## config.mk

```make
export PLATFORM = sky130hd
export DESIGN_NAME = dpsram_fifo_ctrl
export DESIGN_NICKNAME = d
export VERILOG_FILES = /design/src/rtl/dpsram_fifo_ctrl.sv
export SDC_FILE = /design/constraint.sdc
export NUM_CORES = 1
export LEC_CHECK = 0
export ABC_AREA = 1
export ABC_CLOCK_PERIOD_IN_PS = 2100
export BUFFER_PORTS_ARGS = -buffer_cell sky130_fd_sc_hd__clkbuf_2
export CAP_MARGIN = 25
export CORE_MARGIN = 5
export CORE_UTILIZATION = 46
export DETAILED_ROUTE_END_ITERATION = 10
export GPL_TIMING_DRIVEN = 0
export PLACE_DENSITY_LB_ADDON = 0.08
export SLEW_MARGIN = 20
export SYNTH_ARGS = -nofsm -noshare
export SYNTH_HDL_FRONTEND = slang
export SYNTH_SLANG_ARGS = --single-unit
```

## constraint.sdc

```tcl
create_clock -name clk -period 2.1 [get_ports clk]
set_input_delay 0.21 -clock clk [delete_from_list [all_inputs] [get_ports clk]]
set_output_delay 0.21 -clock clk [all_outputs]
set_load 0.005 [all_outputs]
```

## src/rtl/dpsram_fifo_ctrl.sv

```systemverilog
// First-word-fall-through FIFO controller driving both ports of a dpsram instance.
// Port A writes incoming words; port B prefetches into a 2-entry output buffer.
module dpsram_fifo_ctrl #(
    parameter int unsigned DEPTH     = 8,
    parameter int unsigned WIDTH     = 32,
    parameter int unsigned DEPTH_LOG = $clog2(DEPTH)
) (
    input  logic                   clk,
    input  logic                   rst_n,
    input  logic                   in_valid,
    output logic                   in_ready,
    input  logic [WIDTH-1:0]       in_data,
    output logic                   out_valid,
    input  logic                   out_ready,
    output logic [WIDTH-1:0]       out_data,
    output logic [DEPTH_LOG+1:0]   level,
    output logic                   cs_a,
    output logic                   we_a,
    output logic [DEPTH_LOG-1:0]   ad_a,
    output logic [WIDTH-1:0]       wd_a,
    output logic                   cs_b,
    output logic                   we_b,
    output logic [DEPTH_LOG-1:0]   ad_b,
    input  logic [WIDTH-1:0]       rd_b
);

    localparam logic [DEPTH_LOG:0] MemFull = (DEPTH_LOG+1)'(DEPTH);

    logic [DEPTH_LOG:0] wr_ptr_q, rd_ptr_q, mem_cnt;
    logic               inflight_q;
    logic [1:0]         obuf_cnt_q, obuf_cnt_d, obuf_left;
    logic [WIDTH-1:0]   obuf0_q, obuf0_d, obuf1_q, obuf1_d;
    logic [2:0]         obuf_claim;
    logic               push, pop, rd_issue;

    assign mem_cnt  = wr_ptr_q - rd_ptr_q;
    assign in_ready = rst_n & (mem_cnt != MemFull);
    assign push     = in_valid & in_ready;
    assign out_valid = (obuf_cnt_q != 2'd0);
    assign out_data  = obuf0_q;
    assign pop       = out_valid & out_ready;

    // Slots already spoken for once this edge's pop and in-flight capture settle.
    assign obuf_claim = {1'b0, obuf_cnt_q} + {2'b00, inflight_q} - {2'b00, pop};
    assign rd_issue   = rst_n & (mem_cnt != '0) & (obuf_claim < 3'd2);

    assign cs_a = push;
    assign we_a = push;
    assign ad_a = wr_ptr_q[DEPTH_LOG-1:0];
    assign wd_a = in_data;
    assign cs_b = rd_issue;
    assign we_b = 1'b0;
    assign ad_b = rd_ptr_q[DEPTH_LOG-1:0];

    assign level = {1'b0, mem_cnt} + (DEPTH_LOG+2)'(inflight_q) + (DEPTH_LOG+2)'(obuf_cnt_q);

    always_comb begin
        obuf0_d    = obuf0_q;
        obuf1_d    = obuf1_q;
        obuf_left  = obuf_cnt_q - {1'b0, pop};
        obuf_cnt_d = obuf_cnt_q + {1'b0, inflight_q} - {1'b0, pop};
        if (pop) begin
            obuf0_d = obuf1_q;
        end
        // Capture lands behind whatever survives the pop, preserving order.
        if (inflight_q) begin
            if (obuf_left == 2'd0) begin
                obuf0_d = rd_b;
            end else begin
                obuf1_d = rd_b;
            end
        end
    end

    always_ff @(posedge clk or negedge rst_n) begin
        if (!rst_n) begin
            wr_ptr_q   <= '0;
            rd_ptr_q   <= '0;
            inflight_q <= 1'b0;
            obuf_cnt_q <= 2'd0;
            obuf0_q    <= '0;
            obuf1_q    <= '0;
        end else begin
            if (push) begin
                wr_ptr_q <= wr_ptr_q + 1'b1;
            end
            if (rd_issue) begin
                rd_ptr_q <= rd_ptr_q + 1'b1;
            end
            inflight_q <= rd_issue;
            obuf_cnt_q <= obuf_cnt_d;
            obuf0_q    <= obuf0_d;
            obuf1_q    <= obuf1_d;
        end
    end

endmodule

```

==> flow_metrics.env, run 1 <==
export IMPL_flow_area_growth_from_synthesis_pct=29.75
export IMPL_power_leakage_nw=3.131
export IMPL_grt_first_pass_wirelength_um=16750
export IMPL_synth_simple_gate_area_share_pct=22.20
export IMPL_grt_pass1_vias=3577
export IMPL_fin_nets=728
export IMPL_setup_tns_ns=-2.860
export IMPL_timing_max_transition_violations_final=0
export IMPL_critPathKind="flop to primary output"
export IMPL_final_hold_violation_count=0
export IMPL_weighted_congestion_reported_at_the_end_of_routability_driven_placement=0.7763
export IMPL_start_util_pct=47.06
export IMPL_setup_viol=12
export IMPL_worst_ep_required_time_ns=1.89
export IMPL_row_count=35
export IMPL_die_height_um=107.0
export IMPL_cts_inserted_buffers=9
export IMPL_routed_wirelength_um=10070
export IMPL_antennaDiodeCount=0
export IMPL_post_synth_instance_area_um2=4328
export IMPL_finalHoldWorstSlack_ns=0.1255
export IMPL_clock_insertion_delay_at_the_later_pin_of_the_skew_report_ns=0.34
export IMPL_design_portCount=149
export IMPL_start_kind="flop"
export IMPL_finClkSkew_ns=0.01275
export IMPL_multiplexer_share_of_the_synthesized_area_pct=0
export IMPL_final_fill_count=846
export IMPL_timing_max_slew_rel_slack_pct=64.71
export IMPL_design_core_area_um2=9196
export IMPL_timing_critical_path_arrival_ns=2.32
export IMPL_number_of_distinct_library_cell_variants_in_the_gate_level_netlist_after_synthesis=27
export IMPL_tritoncts_num_sinks=75
export IMPL_clk_root_buffer_cell="sky130_fd_sc_hd__clkbuf_8"
export IMPL_ys_warn_count=0
export IMPL_worst_setup_path_end_kind="primary output"
export IMPL_worst_path_largest_cell_delay_ns=0.43
export IMPL_maxCapViolations=0
export IMPL_p_total_mw=8.085
export IMPL_holdCritPathClass="input pin to flop"
export IMPL_die_x_um=107.0
export IMPL_drc=0
export IMPL_failing_checks="negative setup slack"
export IMPL_die_area_um2=11450
export IMPL_grt_antenna_before_repair=0
export IMPL_synth_area_in_compound_gates_pct=13.59
export IMPL_rsz_0062_raised_after_global_routing="yes"
export IMPL_critical_path_max_fanout=4
export IMPL_period_needed_ns=2.525
export IMPL_finalCritPeriodShare_pct=120.3
export IMPL_combinational_family_with_the_most_area_after_synthesis="simple AND/OR/NAND/NOR gates"
export IMPL_proportion_of_layout_cells_with_a_drive_suffix_above_1_pct=49.31
export IMPL_synth_adder_area_share_pct=4.163
export IMPL_maximum_number_of_pins_on_one_net_before_global_route_repair=50
export IMPL_clkTransAtPathRegs_ns=0.09
export IMPL_pre_cts_ws_ns=-0.4182
export IMPL_synth_net_count=573
export IMPL_grt_util_all_layers_pct=18.01
export IMPL_setup_ws_ns=-0.4254
export IMPL_drt_vias_per_instance=4.708
export IMPL_drt_first_iter_violations=85
export IMPL_postSynthRegisterBits=75
export IMPL_drtAntennaViolNets=0
export IMPL_clock_path_buffers=2
export IMPL_grt_overflow_total=0
export IMPL_drt_first_pass_iters=4
export IMPL_tritoncts="done"
export IMPL_cts_htree_levels=3
export IMPL_final_routed_wire_length_divided_by_cell_count_um=13.19
export IMPL_post_synth_inst_count=493
export IMPL_path_cells="inv_4 -> buf_4 -> or2_4 -> nand2_4 -> ha_4 -> fa_1 -> a21oi_2 -> o21a_1 -> nand3_2 -> inv_2 -> clkbuf_2"
export IMPL_seq_area_frac_synth_pct=43.37
export IMPL_max_freq_mhz=396.0
export IMPL_synth_xor_area_share_pct=1.214
export IMPL_synth_area_per_cell_um2=8.779
export IMPL_power_density_of_the_placed_cells_nw_per_um2=1440
export IMPL_num_vias=3597
export IMPL_worstMarginPinSlew_ns=0.5293
export IMPL_dp_hpwl_um=7107
export IMPL_io_buffers=115
export IMPL_worst_ir_drop_vdd_mv=0.7631
export IMPL_crit_slowest_cell="sky130_fd_sc_hd__fa_1"
export IMPL_outcome="finished, violations left"
## power by group
group	switching (mW)	internal [mW]	total (mW)
combinational	2.41	2.20	4.61
clock	0.538	0.463	1.00
sequential	0.399	2.07	2.47
## sequential cells by signal, indices dropped and copies added (netlist names)
signal / cells
obuf1_q: 32
out_data: 32
rd_ptr_q: 4
wr_ptr_q: 4
obuf_cnt_q: 2
inflight_q: 1
## placed cells by master, fill, tap and decap left out, types with 3 or more instances in the layout
master,n
sky130_fd_sc_hd__xor2_1,5
sky130_fd_sc_hd__clkinvlp_4,4
sky130_fd_sc_hd__nand2_1,179
sky130_fd_sc_hd__inv_1,44
sky130_fd_sc_hd__ha_1,5
sky130_fd_sc_hd__buf_2,5
sky130_fd_sc_hd__buf_6,16
sky130_fd_sc_hd__a21oi_2,3
sky130_fd_sc_hd__inv_2,5
sky130_fd_sc_hd__nand2_2,13
sky130_fd_sc_hd__buf_4,62
sky130_fd_sc_hd__clkbuf_8,10
sky130_fd_sc_hd__clkbuf_2,112
sky130_fd_sc_hd__o21ai_2,64
sky130_fd_sc_hd__nand2_4,4
sky130_fd_sc_hd__clkbuf_1,5
sky130_fd_sc_hd__ha_4,3
sky130_fd_sc_hd__dfrtp_1,73
sky130_fd_sc_hd__nand3_1,5
sky130_fd_sc_hd__nand4_1,8
sky130_fd_sc_hd__nand3_4,3
## routing by layer
metal  routed length, um  global-route usage, %
met1                4236                  22.53
met2                4958                  30.44
met3                 803                  5.719
met4                  76                  4.201
met5                   0                      0
## cells in the mapped netlist
| master | number | area share, % |
|---|---|---|
| sky130_fd_sc_hd__a21oi_1 | 4 | 0.46 |
| sky130_fd_sc_hd__nand3_1 | 8 | 0.93 |
| sky130_fd_sc_hd__conb_1 | 1 | 0.087 |
| sky130_fd_sc_hd__nand2_1 | 182 | 16 |
| sky130_fd_sc_hd__clkbuf_1 | 4 | 0.35 |
| sky130_fd_sc_hd__nand4_1 | 8 | 1.2 |
| sky130_fd_sc_hd__nand3_4 | 1 | 0.40 |
| sky130_fd_sc_hd__o21ai_2 | 64 | 13 |
| sky130_fd_sc_hd__nand4_4 | 1 | 0.49 |
| sky130_fd_sc_hd__fa_1 | 4 | 1.9 |
| sky130_fd_sc_hd__buf_4 | 40 | 6.9 |
| sky130_fd_sc_hd__o21a_1 | 1 | 0.17 |
| sky130_fd_sc_hd__buf_6 | 12 | 3.1 |
| sky130_fd_sc_hd__nand2_8 | 1 | 0.46 |
| sky130_fd_sc_hd__dfrtp_1 | 75 | 43 |
| sky130_fd_sc_hd__inv_1 | 49 | 4.2 |
| sky130_fd_sc_hd__nand2_4 | 3 | 0.78 |
| sky130_fd_sc_hd__xor2_1 | 5 | 1.0 |
| sky130_fd_sc_hd__nor2_1 | 2 | 0.17 |
| sky130_fd_sc_hd__inv_2 | 1 | 0.087 |
| sky130_fd_sc_hd__nand2_2 | 11 | 1.6 |
| sky130_fd_sc_hd__buf_2 | 3 | 0.35 |
| sky130_fd_sc_hd__or2_4 | 1 | 0.20 |
| sky130_fd_sc_hd__xnor2_1 | 1 | 0.20 |
| sky130_fd_sc_hd__ha_1 | 8 | 2.3 |
| sky130_fd_sc_hd__nand3_2 | 1 | 0.23 |
| sky130_fd_sc_hd__inv_4 | 2 | 0.29 |
## what timing repair did
action | 4_1_cts | 5_1_grt
endpoints found under the setup margin | 30 | 17
hold buffers | 2 | 0
setup buffers | 20 | 8
pin swaps | 16 | 7
gates resized for setup | 19 | 12
endpoints found under the hold margin | 27 | 0
## per-stage QoR
step | utilization, % | instance area (um^2) | std cells
finish | 61.06 | 5615 | 764
global route | 61.06 | 5615 | 764
CTS | 60.16 | 5533 | 758
detailed placement | 55.48 | 5102 | 720
global placement | 55.16 | 5072 | 719
floorplan | - | 4358 | 493
## kinds of logic after synthesis
| group | Yosys count |
|---|---|
| buf+inv | 111 |
| simple gates | 219 |
| other cells | 1 |
| compound gates | 69 |
| fa+ha+maj | 12 |
| flops | 75 |
| xor+xnor | 6 |
## layout make-up
cell class	count	area (um^2)	share of cell area, %
Sequential cell	75	1879	33.47
Clock inverter	5	38.79	0.6907
Clock buffer	11	141.4	2.518
Multi-Input combinational cell	307	1901	33.85
Inverter	52	205.2	3.654
Buffer	59	469.2	8.356
Tap cell	111	138.9	2.473
Timing Repair Buffer	144	842.1	15.00
## worst paths after layout
| kind | startpoint | endpoint | slack (ns) | cells after the start |
|---|---|---|---|---|
| max | obuf_cnt_q[0]$_DFF_PN0_ | cs_b | -0.43 | 11 |
| min | rd_b[4] | out_data[4]$_DFF_PN0_ | 0.13 | 3 |
| max reg2reg | obuf_cnt_q[0]$_DFF_PN0_ | rd_ptr_q[1]$_DFFE_PN0P_ | -0.18 | 13 |
| min reg2reg | obuf1_q[13]$_DFFE_PN0P_ | obuf1_q[13]$_DFFE_PN0P_ | 0.48 | 2 |
| max in group asynchronous | rst_n | obuf1_q[27]$_DFFE_PN0P_ | 1.21 | 3 |
| min in group asynchronous | rst_n | out_data[13]$_DFF_PN0_ | 0.63 | 3 |
## critical path: cells and delay by family (launching register included)
| family | cells | cell delay [ns] |
|---|---|---|
| adder cells (fa/ha/maj) | 2 | 0.55 |
| flip-flops | 1 | 0.37 |
| AO/OA/AOI/OAI | 2 | 0.29 |
| AND/OR/NAND/NOR | 3 | 0.41 |
| buffers and inverters | 4 | 0.36 |
Note: power is estimated with default switching activity, not from simulation.
==> run 2, diff against run 1 <==
--- a/config.mk
+++ b/config.mk
@@ -13,6 +13,7 @@
 export CORE_UTILIZATION = 46
 export DETAILED_ROUTE_END_ITERATION = 10
 export GPL_TIMING_DRIVEN = 0
+export MAX_ROUTING_LAYER = met4
 export PLACE_DENSITY_LB_ADDON = 0.08
 export SLEW_MARGIN = 20
 export SYNTH_ARGS = -nofsm -noshare
==> run 2 against run 1 <==
  * Critical path depth did not move
  * Utilization is the same
  * Global-route usage is 0.51 points higher
  * Non-clock buffer count unchanged
  * The flow still finishes with violations (negative setup slack)
  * Highest routed layer unchanged
  * Clock skew unchanged
  * Count of clock-buffer cells in the layout unchanged
  * Worst setup slack barely moved
  * Sequential power about the same
  * Routed wire length hardly changed
  * Largest power group unchanged
  * Cell count unchanged
==> flow_metrics.env, run 2 (synthesis results as in run 1) <==
export IMPL_setup_tns_ns=-2.860
export IMPL_power_density_of_the_placed_cells_nw_per_um2=1440
export IMPL_start_kind="flop"
export IMPL_clkTransAtPathRegs_ns=0.09
export IMPL_worst_setup_path_end_kind="primary output"
export IMPL_cts_htree_levels=3
export IMPL_timing_max_slew_rel_slack_pct=64.49
export IMPL_final_hold_violation_count=0
export IMPL_hold_depth=3
export IMPL_drtAntennaViolNets=0
export IMPL_maximum_number_of_pins_on_one_net_before_global_route_repair=50
export IMPL_holdCritPathClass="input pin to flop"
export IMPL_proportion_of_layout_cells_with_a_drive_suffix_above_1_pct=49.31
export IMPL_crit_slowest_cell="sky130_fd_sc_hd__fa_1"
export IMPL_timing_max_transition_violations_final=0
export IMPL_drt_vias_per_instance=4.705
export IMPL_path_cells="inv_4 -> buf_4 -> or2_4 -> nand2_4 -> ha_4 -> fa_1 -> a21oi_2 -> o21a_1 -> nand3_2 -> inv_2 -> clkbuf_2"
export IMPL_critPathKind="flop to primary output"
export IMPL_layout_cells_most_common="sky130_fd_sc_hd__nand2_1"
export IMPL_final_std_cell_area_no_fill_um2=5615
export IMPL_final_routed_wire_length_divided_by_cell_count_um=13.19
export IMPL_clk_root_buffer_cell="sky130_fd_sc_hd__clkbuf_8"
export IMPL_drc=0
export IMPL_drt_first_iter_violations=85
export IMPL_power_leakage_nw=3.131
export IMPL_grt_util_all_layers_pct=18.53
export IMPL_drt_first_pass_iters=4
export IMPL_weighted_congestion_reported_at_the_end_of_routability_driven_placement=0.7868
export IMPL_die_height_um=107.0
export IMPL_clock_insertion_delay_at_the_later_pin_of_the_skew_report_ns=0.34
export IMPL_layout_cells_most_common_list="179 x sky130_fd_sc_hd__nand2_1, 112 x sky130_fd_sc_hd__clkbuf_2, 73 x sky130_fd_sc_hd__dfrtp_1"
export IMPL_tritoncts_num_sinks=75
export IMPL_clock_path_buffers=2
export IMPL_grt_pass1_vias=3574
export IMPL_rsz_0062_raised_after_global_routing="yes"
export IMPL_failing_checks="negative setup slack"
export IMPL_critical_path_max_fanout=4
export IMPL_worst_path_largest_cell_delay_ns=0.43
export IMPL_timing_critical_path_arrival_ns=2.32
export IMPL_design_core_area_um2=9196
export IMPL_finish_utilization_pct=61.06
export IMPL_dpl_cell_area_um2=5102
export IMPL_total_switching_power_mw=3.351
export IMPL_r2r_cells=13
export IMPL_switching_fraction_of_total_power_pct=41.44
export IMPL_path_depth=11
export IMPL_die_area_um2=11450
export IMPL_outcome="finished, violations left"
export IMPL_worst_ir_drop_vdd_mv=0.7631
export IMPL_io_buffers=115
export IMPL_cts_inserted_buffers=9
export IMPL_routed_wirelength_um=10080
export IMPL_dp_cells=720
export IMPL_grt_antenna_before_repair=0
export IMPL_ff2ff_setup_slack_ns=-0.18
export IMPL_power_report_internal_total_mw=4.734
export IMPL_power_clock_fraction_pct=12.4
export IMPL_period_needed_ns=2.525
export IMPL_pwr_share_comb_pct=57.1
export IMPL_p_seq_share_pct=30.6
export IMPL_maxCapViolations=0
export IMPL_start_util_pct=47.06
export IMPL_setup_ws_ns=-0.4254
export IMPL_design_portCount=149
export IMPL_worst_ep_required_time_ns=1.89
export IMPL_grt_overflow_total=0
export IMPL_fin_nets=728
export IMPL_flow_area_growth_from_synthesis_pct=29.75
export IMPL_antennaDiodeCount=0
export IMPL_setup_viol=12
export IMPL_row_count=35
export IMPL_grt_first_pass_wirelength_um=16770
export IMPL_pre_cts_ws_ns=-0.4182
export IMPL_finClkSkew_ns=0.01275
export IMPL_num_vias=3595
export IMPL_die_x_um=107.0
export IMPL_max_freq_mhz=396.0
export IMPL_cpLargestDelayFamily="adder cells"
export IMPL_p_total_mw=8.085
export IMPL_dp_hpwl_um=7107
export IMPL_tritoncts="done"
export IMPL_final_cell_count_no_fill=764
export IMPL_timing_critical_path_buf_inv=4
export IMPL_finalHoldWorstSlack_ns=0.1261
export IMPL_worstMarginPinSlew_ns=0.5326
export IMPL_finalCritPeriodShare_pct=120.3
==> run 2: power groups by stage <==
| stage | combinational [mW] | clock [mW] | sequential, mW |
|---|---|---|---|
| 2_1_floorplan | 2.71 | 0 | 2.46 |
| 3_5_place_dp | 3.84 | 0 | 2.52 |
| 6_report | 4.61 | 1.00 | 2.47 |
| 5_1_grt | 5.17 | 1.10 | 2.56 |
| 3_3_place_gp | 3.75 | 0 | 2.50 |
| 4_1_cts | 4.36 | 1.04 | 2.48 |
==> run 2: final cells by class <==
class | instances | area (um^2)
fillers | 846 | 3581
repair buffers | 144 | 842.1
clock buffers | 11 | 141.4
multi-input cells | 307 | 1901
flip-flops and latches | 75 | 1879
clock inverters | 5 | 38.79
inverters | 52 | 205.2
plain buffers | 59 | 469.2
well taps | 111 | 138.9
==> run 2: metal layers <==
| layer | track usage, % | share of wire [%] | vias up | wire length, um |
|---|---|---|---|---|
| li1 | - | - | 1810 | - |
| met1 | 22.84 | 43 | 1665 | 4292 |
| met2 | 30.44 | 49 | 113 | 4955 |
| met3 | 5.298 | 7.5 | 7 | 751 |
| met4 | 4.201 | 0.75 | 0 | 76 |
| met5 | - | 0 | - | 0 |
==> run 2: repair_timing <==
| action | in CTS | in global routing |
|---|---|---|
| gates resized for setup | 19 | 12 |
| setup buffers | 20 | 8 |
| endpoints found under the setup margin | 30 | 17 |
| endpoints found under the hold margin | 27 | 0 |
| pin swaps | 16 | 7 |
| hold buffers | 2 | 0 |
==> run 2: worst register-to-register path, delay by kind of cell (launching register included) <==
family / cells / cell delay, ns
buffers and inverters: 4 / 0.45
flip-flops: 1 / 0.37
AO/OA/AOI/OAI: 2 / 0.29
adder cells (fa/ha/maj): 2 / 0.55
AND/OR/NAND/NOR: 5 / 0.51
==> run 2: final timing paths <==
path | from | to
max in group asynchronous | rst_n | obuf1_q[27]$_DFFE_PN0P_
worst min-delay path | rd_b[4] | out_data[4]$_DFF_PN0_
min in group asynchronous | rst_n | out_data[13]$_DFF_PN0_
worst max register to register | obuf_cnt_q[0]$_DFF_PN0_ | rd_ptr_q[1]$_DFFE_PN0P_
worst min register to register | obuf1_q[13]$_DFFE_PN0P_ | obuf1_q[13]$_DFFE_PN0P_
worst max-delay path | obuf_cnt_q[0]$_DFF_PN0_ | cs_b
==> run 3, diff against run 2 <==
--- a/config.mk
+++ b/config.mk
@@ -9,8 +9,9 @@
 export ABC_CLOCK_PERIOD_IN_PS = 2100
 export BUFFER_PORTS_ARGS = -buffer_cell sky130_fd_sc_hd__clkbuf_2
 export CAP_MARGIN = 25
-export CORE_MARGIN = 5
+export CORE_MARGIN = 2
 export CORE_UTILIZATION = 46
+export CTS_CLUSTER_SIZE = 40
 export DETAILED_ROUTE_END_ITERATION = 10
 export GPL_TIMING_DRIVEN = 0
 export MAX_ROUTING_LAYER = met4
==> run 3 against run 2 <==
  * The run ends with negative hold slack, negative setup slack left
  * Worst setup slack improved by 0.0039 ns
  * Critical path depth is the same
  * Fmax up 0.15%
  * Cell count is 0.26% higher
  * Combinational power up 3%
  * Clock skew fell by 0.0051 ns
  * First-iteration DRC count is 28% higher
  * Via count up 0.53%
  * Global-route usage rose by 1.6 points
  * Hold slack got worse by 0.25 ns
  * Power rose by 4.4%
  * Largest power group unchanged
==> flow_metrics.env, run 3 (synthesis results as in run 1) <==
export IMPL_die_height_um=101.0
export IMPL_design_portCount=149
export IMPL_ff2ff_setup_slack_ns=-0.36
export IMPL_failing_checks="negative hold slack, negative setup slack"
export IMPL_cts_inserted_buffers=9
export IMPL_grt_antenna_before_repair=0
export IMPL_cts_htree_levels=3
export IMPL_clk_root_buffer_cell="sky130_fd_sc_hd__clkbuf_8"
export IMPL_routed_wirelength_um=9736
export IMPL_layout_cells_most_common_list="179 x sky130_fd_sc_hd__nand2_1, 110 x sky130_fd_sc_hd__clkbuf_2, 73 x sky130_fd_sc_hd__dfrtp_1"
export IMPL_tritoncts_num_sinks=75
export IMPL_crit_end="cs_b"
export IMPL_clock_path_buffers=2
export IMPL_start_util_pct=47.06
export IMPL_worst_setup_path_end_kind="primary output"
export IMPL_timing_max_slew_rel_slack_pct=62.38
export IMPL_outcome="finished, violations left"
export IMPL_grt_overflow_total=0
export IMPL_die_area_um2=10200
export IMPL_drc=0
export IMPL_power_leakage_nw=3.177
export IMPL_dp_cells=720
export IMPL_rsz_0062_raised_after_global_routing="yes"
export IMPL_power_density_of_the_placed_cells_nw_per_um2=1489
export IMPL_worst_path_largest_cell_delay_ns=0.41
export IMPL_tritoncts="done"
export IMPL_dp_hpwl_um=6612
export IMPL_flow_area_growth_from_synthesis_pct=30.96
export IMPL_finalCritPeriodShare_pct=120.1
export IMPL_drtAntennaViolNets=0
export IMPL_total_switching_power_mw=3.345
export IMPL_maximum_number_of_pins_on_one_net_before_global_route_repair=43
export IMPL_final_cell_count_no_fill=766
export IMPL_weighted_congestion_reported_at_the_end_of_routability_driven_placement=0.8166
export IMPL_startpoint="obuf_cnt_q[0]$_DFF_PN0_"
export IMPL_crit_slowest_cell="sky130_fd_sc_hd__fa_1"
export IMPL_io_buffers=115
export IMPL_die_x_um=101.0
export IMPL_worst_r2r_endpoint="rd_ptr_q[2]$_DFFE_PN0P_"
export IMPL_pwr_share_comb_pct=56.2
export IMPL_final_routed_wire_length_divided_by_cell_count_um=12.71
export IMPL_num_vias=3614
export IMPL_setup_viol=12
export IMPL_worst_ep_required_time_ns=1.89
export IMPL_drt_first_iter_violations=109
export IMPL_critical_path_max_fanout=3
export IMPL_start_kind="flop"
export IMPL_finClkSkew_ns=0.007667
export IMPL_setup_tns_ns=-4.116
export IMPL_timing_critical_path_arrival_ns=2.31
export IMPL_period_needed_ns=2.522
export IMPL_proportion_of_layout_cells_with_a_drive_suffix_above_1_pct=49.47
export IMPL_clock_insertion_delay_at_the_later_pin_of_the_skew_report_ns=0.34
export IMPL_final_hold_violation_count=33
export IMPL_setup_ws_ns=-0.4215
export IMPL_path_cells="inv_4 -> buf_6 -> or2_4 -> nand2_4 -> ha_4 -> fa_1 -> a21oi_1 -> o21a_1 -> nand3_2 -> inv_2 -> clkbuf_2"
export IMPL_holdCritPathClass="input pin to async pin"
export IMPL_layout_cells_most_common="sky130_fd_sc_hd__nand2_1"
export IMPL_critPathKind="flop to primary output"
export IMPL_switching_fraction_of_total_power_pct=39.65
export IMPL_fin_nets=731
export IMPL_p_total_mw=8.438
export IMPL_grt_util_all_layers_pct=20.15
export IMPL_grt_pass1_vias=3446
export IMPL_design_core_area_um2=9196
export IMPL_drt_vias_per_instance=4.718
export IMPL_maxCapViolations=0
export IMPL_row_count=35
export IMPL_p_seq_share_pct=29.4
export IMPL_power_report_internal_total_mw=5.092
export IMPL_antennaDiodeCount=0
export IMPL_rr_startpoint="obuf_cnt_q[0]$_DFF_PN0_"
export IMPL_clkTransAtPathRegs_ns=0.08
export IMPL_worstMarginPinSlew_ns=0.5644
export IMPL_worst_ir_drop_vdd_mv=0.5945
export IMPL_grt_first_pass_wirelength_um=15790
export IMPL_drt_first_pass_iters=4
export IMPL_r2r_cells=15
export IMPL_timing_max_transition_violations_final=0
export IMPL_finalHoldWorstSlack_ns=-0.1244
export IMPL_power_clock_fraction_pct=14.4
export IMPL_max_freq_mhz=396.6
run 3: changes by cell type in the layout (fill, tap and decap cells not counted), moves of 2 or more:
cell / change
sky130_fd_sc_hd__bufinv_16: +2
sky130_fd_sc_hd__buf_6: +5
sky130_fd_sc_hd__clkbuf_2: -2
sky130_fd_sc_hd__buf_4: +2
sky130_fd_sc_hd__clkinvlp_4: -3
sky130_fd_sc_hd__clkinv_2: +2
run 3: cell type report:
| cell class | count | area (um^2) |
|---|---|---|
| Clock inverter | 5 | 77.57 |
| Clock buffer | 10 | 137.6 |
| Buffer | 59 | 469.2 |
| Fill cell | 810 | 3528 |
| Sequential cell | 75 | 1879 |
| Timing Repair Buffer | 147 | 873.3 |
| Tap cell | 111 | 138.9 |
| Multi-Input combinational cell | 307 | 1884 |
| Inverter | 52 | 207.7 |
run 3: power by group through the flow:
stage / combinational, mW / clock [mW] / sequential, mW
floorplan: 2.71 / 0 / 2.46
global placement: 3.71 / 0 / 2.50
detailed placement: 3.80 / 0 / 2.52
CTS: 4.40 / 1.24 / 2.48
global route: 5.29 / 1.30 / 2.57
finish: 4.74 / 1.22 / 2.48
run 3: worst min-delay path by stage:
| stage | endpoint | slack, ns | cells past startpoint | start |
|---|---|---|---|---|
| 2_1_floorplan | inflight_q$_DFF_PN0_ | -0.09 | 0 | rst_n |
| 3_3_place_gp | obuf1_q[16]$_DFFE_PN0P_ | 0.46 | 2 | obuf1_q[16]$_DFFE_PN0P_ |
| 6_report | wr_ptr_q[0]$_DFFE_PN0P_ | -0.12 | 1 | rst_n |
| 4_1_cts | wr_ptr_q[1]$_DFFE_PN0P_ | -0.11 | 1 | rst_n |
| 5_1_grt | wr_ptr_q[1]$_DFFE_PN0P_ | -0.09 | 1 | rst_n |
| 3_5_place_dp | wr_ptr_q[1]$_DFFE_PN0P_ | 0.26 | 1 | rst_n |
run 3: layer usage:
layer / track usage [%] / wire length (um) / vias to the layer above
li1: - / - / 1814
met1: 25.18 / 4246 / 1661
met2: 33.95 / 4816 / 124
met3: 2.843 / 523 / 15
met4: 6.341 / 148 / 0
met5: - / 0 / -
run 3: worst max-delay path, delay by kind of cell (launching register included):
family	cells	cell delay (ns)
flops	1	0.37
simple gates	3	0.40
buf+inv	4	0.37
compound gates	2	0.31
fa+ha+maj	2	0.53
run 3: through the flow:
| stage | utilization (%) | setup slack, ns | cell area, um^2 | hold slack [ns] |
|---|---|---|---|---|
| 2_1_floorplan | - | -0.09700 | 4358 | -0.08559 |
| 3_3_place_gp | 55.16 | -0.7045 | 5072 | 0.4643 |
| 3_5_place_dp | 55.48 | -0.4379 | 5102 | 0.2555 |
| 4_1_cts | 60.65 | -0.4328 | 5578 | -0.1110 |
| 5_1_grt | 61.63 | -0.5736 | 5668 | -0.08738 |
| 6_report | 61.63 | -0.4215 | 5668 | -0.1244 |
run 3: repair_timing:
action,4_1_cts,5_1_grt
gates resized for setup,23,13
gates cloned,0,0
setup endpoints to repair,37,17
setup buffers,26,8
pin swaps,17,10
endpoints found under the hold margin,33,33
